### config.mk
export PLATFORM = sky130hd
export DESIGN_NAME = timebase_shifter_sequencer
export DESIGN_NICKNAME = d
export VERILOG_FILES = /design/src/rtl/timebase_shifter_sequencer_pkg.sv /design/src/rtl/shifter_channel_slot.sv /design/src/rtl/timebase_shifter_sequencer.sv
export SDC_FILE = /design/constraint.sdc
export NUM_CORES = 1
export LEC_CHECK = 0
export ABC_AREA = 1
export BUFFER_PORTS_ARGS = -buffer_cell sky130_fd_sc_hd__buf_4
export CAP_MARGIN = 0
export CORE_MARGIN = 3
export CORE_UTILIZATION = 35
export CTS_CLUSTER_SIZE = 40
export DETAILED_ROUTE_END_ITERATION = 6
export PLACE_DENSITY = 0.68
export REMOVE_ABC_BUFFERS = 1
export SYNTH_ARGS = -nofsm -noshare
export SYNTH_HDL_FRONTEND = slang
export SYNTH_SLANG_ARGS = --single-unit
### constraint.sdc
create_clock -name clockIn -period 1.3 [get_ports clockIn]
set_clock_uncertainty 0.1 [all_clocks]
set_input_delay 0.065 -clock clockIn [delete_from_list [all_inputs] [get_ports clockIn]]
set_output_delay 0.065 -clock clockIn [all_outputs]
set_load 0.005 [all_outputs]
### src/rtl/timebase_shifter_sequencer_pkg.sv
// Shared types and helpers for the timebase shifter sequencer.
// Holds the sequencer state encoding and the config address width calculation.
package timebase_shifter_sequencer_pkg;

    typedef enum logic [1:0] {
        IDLE  = 2'd0,
        LOAD  = 2'd1,
        COUNT = 2'd2,
        RUN   = 2'd3
    } seq_state_t;

    // A single channel still needs a one-bit address port.
    function automatic int addr_width(input int n);
        return (n > 1) ? $clog2(n) : 1;
    endfunction

endpackage

### src/rtl/shifter_channel_slot.sv
// Per-channel slot: shadow delay register, done flag and run output for one shifter core.
// Drives the core's load value and gates its decrement enable so it never underflows.
module shifter_channel_slot
    import timebase_shifter_sequencer_pkg::*;
#(
    parameter int COUNTER_WIDTH = 16
) (
    input  logic                     clockIn,
    input  logic                     reset,
    input  seq_state_t               state,
    input  logic                     stop,
    input  logic                     wr_sel,
    input  logic [COUNTER_WIDTH-1:0] cfg_data,
    input  logic [COUNTER_WIDTH-1:0] count_out,
    output logic [COUNTER_WIDTH-1:0] core_count_in,
    output logic                     core_enable,
    output logic                     run,
    output logic                     done
);

    logic [COUNTER_WIDTH-1:0] shadow;

    assign core_count_in = shadow;
    assign core_enable   = (state == COUNT) && !done && (count_out != '0);

    // NOTE: state registers use non-blocking (<=) so every flop samples pre-edge values.
    always_ff @(posedge clockIn or negedge reset) begin
        if (!reset) begin
            shadow <= '0;
            done   <= 1'b0;
            run    <= 1'b0;
        end else begin
            if (wr_sel) begin
                shadow <= cfg_data;
            end
            // An abort must win over a channel finishing on the same edge.
            if (stop || state == IDLE || state == LOAD) begin
                done <= 1'b0;
                run  <= 1'b0;
            end else if (state == COUNT && !done && count_out == '0) begin
                done <= 1'b1;
                run  <= 1'b1;
            end
        end
    end

endmodule

### src/rtl/timebase_shifter_sequencer.sv
// Sequences N down-counting shifter cores: loads all shadow delays at once, counts them
// down and raises each channel's run output once its delay has expired.
module timebase_shifter_sequencer
    import timebase_shifter_sequencer_pkg::*;
#(
    parameter int N_CHANNELS    = 3,
    parameter int COUNTER_WIDTH = 16
) (
    input  logic                                clockIn,
    input  logic                                reset,
    input  logic                                cfg_write,
    input  logic [addr_width(N_CHANNELS)-1:0]   cfg_addr,
    input  logic [COUNTER_WIDTH-1:0]            cfg_data,
    input  logic                                start,
    input  logic                                stop,
    input  logic [N_CHANNELS*COUNTER_WIDTH-1:0] core_count_out,
    output logic [N_CHANNELS-1:0]               core_load,
    output logic [N_CHANNELS-1:0]               core_enable,
    output logic [N_CHANNELS*COUNTER_WIDTH-1:0] core_count_in,
    output logic [N_CHANNELS-1:0]               run,
    output logic                                busy
);

    localparam int ADDR_W = addr_width(N_CHANNELS);

    seq_state_t            state;
    logic [N_CHANNELS-1:0] done;
    logic                  all_done;

    assign all_done  = &done;
    assign busy      = (state != IDLE);
    assign core_load = {N_CHANNELS{state == LOAD}};

    for (genvar n = 0; n < N_CHANNELS; n++) begin : g_slot
        // Out-of-range addresses match no slot, so such writes are dropped.
        shifter_channel_slot #(
            .COUNTER_WIDTH(COUNTER_WIDTH)
        ) u_slot (
            .clockIn      (clockIn),
            .reset        (reset),
            .state        (state),
            .stop         (stop),
            .wr_sel       (cfg_write && (cfg_addr == ADDR_W'(n))),
            .cfg_data     (cfg_data),
            .count_out    (core_count_out[n*COUNTER_WIDTH +: COUNTER_WIDTH]),
            .core_count_in(core_count_in[n*COUNTER_WIDTH +: COUNTER_WIDTH]),
            .core_enable  (core_enable[n]),
            .run          (run[n]),
            .done         (done[n])
        );
    end

    // stop is checked first everywhere so it outranks start and completion.
    always_ff @(posedge clockIn or negedge reset) begin
        if (!reset) begin
            state <= IDLE;
        end else begin
            case (state)
                IDLE:    if (start && !stop) state <= LOAD;
                LOAD:    state <= stop ? IDLE : COUNT;
                COUNT: begin
                    if (stop)          state <= IDLE;
                    else if (all_done) state <= RUN;
                end
                RUN:     if (stop) state <= IDLE;
                default: state <= IDLE;
            endcase
        end
    end

endmodule

==> results.yml, run 1 <==
outcome:
  outcome: "finished with violations"
  violations: "setup timing"
synth:
  postSynthRegisterBits: 53
  area_fraction_in_and_or_nand_and_nor_cells_after_synthesis: 0.2025
  synth_adder_area_share: 0
  synth_xor_xnor_area_share: 0
  synth.area.mux_share: 0
  synth_cell_type_count: 21
  syn_area_per_cell_sq_um: 8.874
  synthCells: 259
  synth_area_sq_um: 2298
  synth_seq_area_share: 0.5770
  synth_compound_gate_area_share: 0.1366
  yosys_warnings: 0
  synth_top_family_by_area: "simple AND/OR/NAND/NOR gates"
die:
  top_level_ports: 129
  initial_cell_density_of_the_core: 0.3749
  fp.coreArea_sq_um: 6131
  fp.dieArea_sq_um: 7575
  chipWidth_um: 87.04
  std_cell_rows: 28
  die_span_y_um: 87.04
clocking:
  ctsLongestPathBuffers: 2
  cts_tree: "yes"
  clkSinkCount: 53
  root_buffer: "sky130_fd_sc_hd__clkbuf_8"
  worstSkewPairLatency_ps: 300
  number_of_buffers_created_by_cts: 5
  h-tree-depth: 2
  cts.reportedPaths.clkPinSlew_ps: 90
worst_setup_path:
  cell_with_the_largest_stage_delay_on_the_worst_path: "sky130_fd_sc_hd__dfrtp_1"
  startpoint_type: "register"
  crit_arrival_ps: 1250
  required_ps: 1130
  worst-path-max-fanout: 4
  cp_cell_sequence: "inv_2 -> nand2_4 -> nor2_4 -> a21boi_4 -> buf_6"
  critical_path_class: "register to output port"
  critPathMaxStageDelay_ps: 390
  cp_num_buf_inv: 2
  reg2reg_setup_slack_ps: 140
  timing.critical_path.to_type: "output port"
  cpLargestDelayFamily: "flip-flops"
finish:
  seqCellArea_sq_um: 1328
  area_growth_syn_to_layout_pct: 59.50
  instances_no_fill: 483
  area_of_combinational_cells_with_multiple_inputs_sq_um: 804.5
  drive_gt1_frac: 0.4093
  diodes: 0
  final_layout_fill_cell_count: 545
  num-nets-final: 478
pwr:
  switching_power_w: 0.001274
  leakage_nw: 1.930
  power.density_cell_area_nw_per_um2: 1210
  p_seq_frac: 0.467
  internal_power_w: 0.003161
  worst_vdd_ir_mv: 0.7154
  combPwrFrac: 0.313
  netSwitchingFraction: 0.2873
  clock_power_share: 0.220
min_path:
  worstHoldPathType: "input port to register"
detailed_routing:
  wl_per_cell_um: 13.10
  drc: 0
  avgViaCountPerCell: 4.524
  totalWireLength_mm: 6.328
  final_antenna_net_count: 0
  initialDrtViolationCount: 49
  drt-pass1-iter-count: 4
  dr_total_vias: 2185
global_routing:
  grtUsageTotal: 0.1641
  first_global_vias: 2186
  grt_max_degree: 33
  gr-total-overflow: 0
  antenna_found_initial: 0
  grt_pass1_wl_mm: 9.846
sta:
  max_freq_mhz: 707.7
  timing.slew.headroom: 0.7966
  final_period_minus_worst_setup_slack_ps: 1413
  grt_setup_unrepaired: "yes"
  slew_at_the_pin_closest_to_its_max_slew_limit_ps: 305.2
  fin_tns_setup_ps: -573.2
  worst_slack_setup_final_ps: -113.1
  hold_viol_final: 0
  maxSlewViolCount: 0
  final_min_period_over_clock_period: 1.087
  setup_viol: 7
job:
  cap_viol_max_count: 0
placement:
  numPortBuffers: 128
  gp_routability_congestion: 0.6991
  dp_hpwl_mm: 4.737
  place.detailed.instances: 452
what timing repair did:
action                                 4_1_cts  5_1_grt
setup endpoints to repair                    7        7
buffers inserted                             2        1
pin swaps                                    1        0
endpoints found under the hold margin      106        0
resized for setup                            5        4
cloned                                       0        0
hold buffers                                20        0
final timing paths:
| kind | end | cells after the start | from |
|---|---|---|---|
| setup reg to reg | state[0]$_DFFE_PN0P_ | 4 | state[1]$_DFFE_PN0P_ |
| hold / removal | g_slot[1].u_slot.done$_DFFE_PN0P_ | 6 | core_count_out[20] |
| hold reg to reg | g_slot[0].u_slot.core_count_in[10]$_DFFE_PN0P_ | 2 | g_slot[0].u_slot.core_count_in[10]$_DFFE_PN0P_ |
| setup / recovery | core_enable[0] | 5 | state[0]$_DFFE_PN0P_ |
| min in group asynchronous | g_slot[2].u_slot.core_count_in[1]$_DFFE_PN0P_ | 2 | reset |
| max in group asynchronous | state[1]$_DFFE_PN0P_ | 3 | reset |
power groups by stage:
stage / logic, W / clock network, W / registers (W)
global placement: 0.00123 / 0 / 0.00210
detailed placement: 0.00127 / 0 / 0.00210
finish: 0.00139 / 0.000974 / 0.00207
floorplan: 0.000421 / 0 / 0.00210
CTS: 0.00137 / 0.00101 / 0.00208
global route: 0.00155 / 0.00105 / 0.00211
cell usage after synthesis, drive strengths merged:
library cell   n  area share
o21ai         48        0.11
clkbuf         2      0.0044
inv           21       0.034
nor2          41       0.071
a21boi         3       0.015
dfrtp         53        0.58
nand4          3      0.0082
nand2         66        0.11
a21oi          1      0.0022
buf           15       0.045
a211oi         1      0.0054
nand3          5       0.013
layout by cell type (no fill, tap or decap), drive strengths merged:
master / synthesis / layout
clkbuf: 2 / 6
o21ai: 48 / 48
nand2: 66 / 66
buf: 15 / 138
nor2: 41 / 41
dfrtp: 53 / 53
clkinv: 0 / 2
dlygate4sd3: 0 / 20
nand3: 5 / 5
a211oi: 1 / 1
inv: 21 / 21
nand4: 3 / 3
a21boi: 3 / 3
a21oi: 1 / 1
area by class of cell:
cell class                 instances  area share
inverter                          21     0.02150
clock inverter                     2    0.003754
clock buffer                       6     0.02253
sequential                        53      0.3621
multi-input combinational        168      0.2195
timing repair buffer             158      0.3450
tap                               75     0.02560
stage by stage:
stage               hold WS (ps)  utilization  total power [W]  setup slack, ps  cell area [sq um]
floorplan                 -330.6            -         0.002524            192.4               2185
global placement          -120.5       0.5410         0.003330            150.4               3317
detailed placement        -117.3       0.5410         0.003372            114.7               3317
CTS                        3.398       0.5937         0.004449           -138.4               3640
global route               54.54       0.5980         0.004704           -174.9               3666
finish                     17.98       0.5980         0.004436           -113.1               3666
flip-flops by register name, summed over array words and instances, names as in the netlist:
signal,cells
g_slot.u_slot.core_count_in,48
g_slot.u_slot.done,1
g_slot.u_slot.run,2
state,2
layer usage:
layer / GRT usage / routed length, um
met5: 0 / 0
met2: 0.2899 / 3014
met3: 0.06906 / 894
met1: 0.1809 / 2364
met4: 0.04249 / 55
kinds of logic after synthesis:
| family | Yosys count |
|---|---|
| buffers and inverters | 38 |
| AOI/OAI and AO/OA | 53 |
| and+or+nand+nor | 115 |
| DFF | 53 |
tightest hold or removal path, stage by stage:
cell and delay (ps):
sky130_fd_sc_hd__buf_4 70, sky130_fd_sc_hd__nor2_1 30, sky130_fd_sc_hd__nand2_1 40, sky130_fd_sc_hd__nor2_1 50, sky130_fd_sc_hd__nand4_1 70, sky130_fd_sc_hd__nand2_1 50
Note: power is estimated with default switching activity, not from simulation.
==> run 2, diff against run 1 <==
--- a/config.mk
+++ b/config.mk
@@ -14,6 +14,7 @@
 export DETAILED_ROUTE_END_ITERATION = 6
 export PLACE_DENSITY = 0.68
 export REMOVE_ABC_BUFFERS = 1
+export SETUP_SLACK_MARGIN = 0.15
 export SYNTH_ARGS = -nofsm -noshare
 export SYNTH_HDL_FRONTEND = slang
 export SYNTH_SLANG_ARGS = --single-unit
==> constraint.sdc (replaced) <==
create_clock -name clockIn -period 1.6 [get_ports clockIn]
set_clock_uncertainty 0.1 [all_clocks]
set_input_delay 0.08 -clock clockIn [delete_from_list [all_inputs] [get_ports clockIn]]
set_output_delay 0.08 -clock clockIn [all_outputs]
set_load 0.005 [all_outputs]
==> results.yml, run 2 (same netlist as run 1, synthesis figures left out) <==
outcome:
  outcome: "completed"
die:
  std_cell_rows: 28
  chipWidth_um: 87.04
  top_level_ports: 129
  fp.coreArea_sq_um: 6131
  fp.dieArea_sq_um: 7575
  initial_cell_density_of_the_core: 0.3749
  die_span_y_um: 87.04
worst_setup_path:
  worst-path-max-fanout: 4
  cpLargestDelayFamily: "flip-flops"
  crit_arrival_ps: 1250
  timing.rr.start: "g_slot[1].u_slot.core_count_in[0]$_DFFE_PN0P_"
  crit_path_capture: "core_enable[0]"
  depth_of_the_most_critical_reg_to_reg_path: 3
  required_ps: 1420
  reg2reg_setup_slack_ps: 330
  startpoint_type: "register"
  timing.critical_path.to_type: "output port"
  cp_num_buf_inv: 2
  critical_path_cell_count: 5
  critical_path_class: "register to output port"
  critical_path.reg2reg.endpoint: "g_slot[1].u_slot.core_count_in[0]$_DFFE_PN0P_"
  startpoint: "state[0]$_DFFE_PN0P_"
  cell_with_the_largest_stage_delay_on_the_worst_path: "sky130_fd_sc_hd__dfrtp_1"
  cp_cell_sequence: "inv_2 -> nand2_4 -> nor2_4 -> a21boi_2 -> buf_4"
  critPathMaxStageDelay_ps: 400
clocking:
  cts.reportedPaths.clkPinSlew_ps: 80
  root_buffer: "sky130_fd_sc_hd__clkbuf_8"
  h-tree-depth: 2
  number_of_buffers_created_by_cts: 5
  worstSkewPairLatency_ps: 300
  clkSinkCount: 53
  ctsLongestPathBuffers: 2
  cts_tree: "yes"
placement:
  post_dp_cell_area_sq_um: 3274
  gp_routability_congestion: 0.6995
  dp_hpwl_mm: 4.602
  numPortBuffers: 128
finish:
  area_growth_syn_to_layout_pct: 56.89
  layout.cells.most_common_list: "sky130_fd_sc_hd__buf_4 (131), sky130_fd_sc_hd__nand2_1 (64), sky130_fd_sc_hd__dfrtp_1 (52)"
  drive_gt1_frac: 0.4015
  final_layout_fill_cell_count: 563
  diodes: 0
  largest_reg_flops: 48
  layout_commonest_cell: "sky130_fd_sc_hd__buf_4"
  num-nets-final: 471
  final_area_sq_um: 3606
pwr:
  netSwitchingFraction: 0.2831
  worst_vdd_ir_mv: 0.7546
  combPwrFrac: 0.301
  clock_power_share: 0.231
  power.density_cell_area_nw_per_um2: 999.1
  p_seq_frac: 0.468
  internal_power_w: 0.002583
  switching_power_w: 0.001020
  leakage_nw: 1.896
detailed_routing:
  wl_per_cell_um: 13.17
  drt-pass1-iter-count: 4
  avgViaCountPerCell: 4.592
  initialDrtViolationCount: 52
  totalWireLength_mm: 6.270
  final_antenna_net_count: 0
  dr_total_vias: 2186
  drc: 0
sta:
  hold_viol_final: 0
  setup_viol: 0
  maxSlewViolCount: 0
  grt_setup_unrepaired: "yes"
  fin_tns_setup_ps: 0
  timing.slew.headroom: 0.5601
  slew_at_the_pin_closest_to_its_max_slew_limit_ps: 659.8
  final_min_period_over_clock_period: 0.8951
  final_period_minus_worst_setup_slack_ps: 1432
  max_freq_mhz: 698.2
global_routing:
  gr-total-overflow: 0
  grt_pass1_wl_mm: 9.618
  first_global_vias: 2155
  grt_max_degree: 54
  antenna_found_initial: 0
  grtUsageTotal: 0.1609
job:
  cap_viol_max_count: 0
min_path:
  worstHoldPathCells: 3
  worstHoldPathType: "input port to register"
  min-delay-start: "start"
[run 2: stage by stage]
stage / total power (W) / hold WS [ps] / util / worst slack, ps / instances
floorplan: 0.002051 / -315.6 / - / 492.4 / 242
global placement: 0.002696 / 61.10 / 0.5341 / 433.5 / 448
detailed placement: 0.002727 / 73.07 / 0.5341 / 364.2 / 448
CTS: 0.003633 / 2.880 / 0.5841 / 151.0 / 476
global route: 0.003842 / 23.18 / 0.5882 / 101.1 / 476
finish: 0.003603 / 10.20 / 0.5882 / 167.8 / 476
[run 2: worst reg2reg max path, cell delays in order (launching register included)]
cell                            delay, ps
sky130_fd_sc_hd__dfrtp_1              410
sky130_fd_sc_hd__nand2_1               70
sky130_fd_sc_hd__o21ai_1               50
sky130_fd_sc_hd__dlygate4sd3_1        540
[run 2: worst min path at each step]
| stage | end |
|---|---|
| after floorplan | g_slot[0].u_slot.core_count_in[0]$_DFFE_PN0P_ |
| after global placement | g_slot[1].u_slot.core_count_in[8]$_DFFE_PN0P_ |
| after detailed placement | g_slot[1].u_slot.core_count_in[8]$_DFFE_PN0P_ |
| after CTS | state[0]$_DFFE_PN0P_ |
| after global routing | state[0]$_DFFE_PN0P_ |
| final | state[0]$_DFFE_PN0P_ |
[run 2: cell type report]
cell class,instances,area (sq um),area share
Clock inverter,1,8.758,0.002429
Inverter,21,78.83,0.02186
Timing Repair Buffer,151,1194,0.3310
Tap cell,75,93.84,0.02602
Clock buffer,7,96.34,0.02672
Sequential cell,53,1328,0.3681
Multi-Input combinational cell,168,807.0,0.2238
[run 2: per-layer routing]
layer  share of wire  routed length, um  global-route usage  up-vias
met2            0.47               2971              0.2816      109
met3            0.14                880             0.06623        6
met1            0.38               2360              0.1802      985
met4          0.0094                 59             0.04249        0
li1                -                  -                   -     1086
met5               0                  0                   0        -
[run 2: timing repair]
item / CTS / global route
pin swaps: 0 / 0
buffers inserted: 1 / 0
gates resized for setup: 2 / 7
endpoints found under the hold margin: 101 / 0
endpoints found under the setup margin: 4 / 4
hold buffers: 19 / 0
[run 2: power groups by stage]
stage	clock network, W	logic (W)	registers [W]
6_report	0.000831	0.00108	0.00169
5_1_grt	0.000929	0.00120	0.00171
4_1_cts	0.000871	0.00108	0.00168
3_5_place_dp	0	0.00102	0.00171
3_3_place_gp	0	0.000994	0.00170
2_1_floorplan	0	0.000342	0.00171
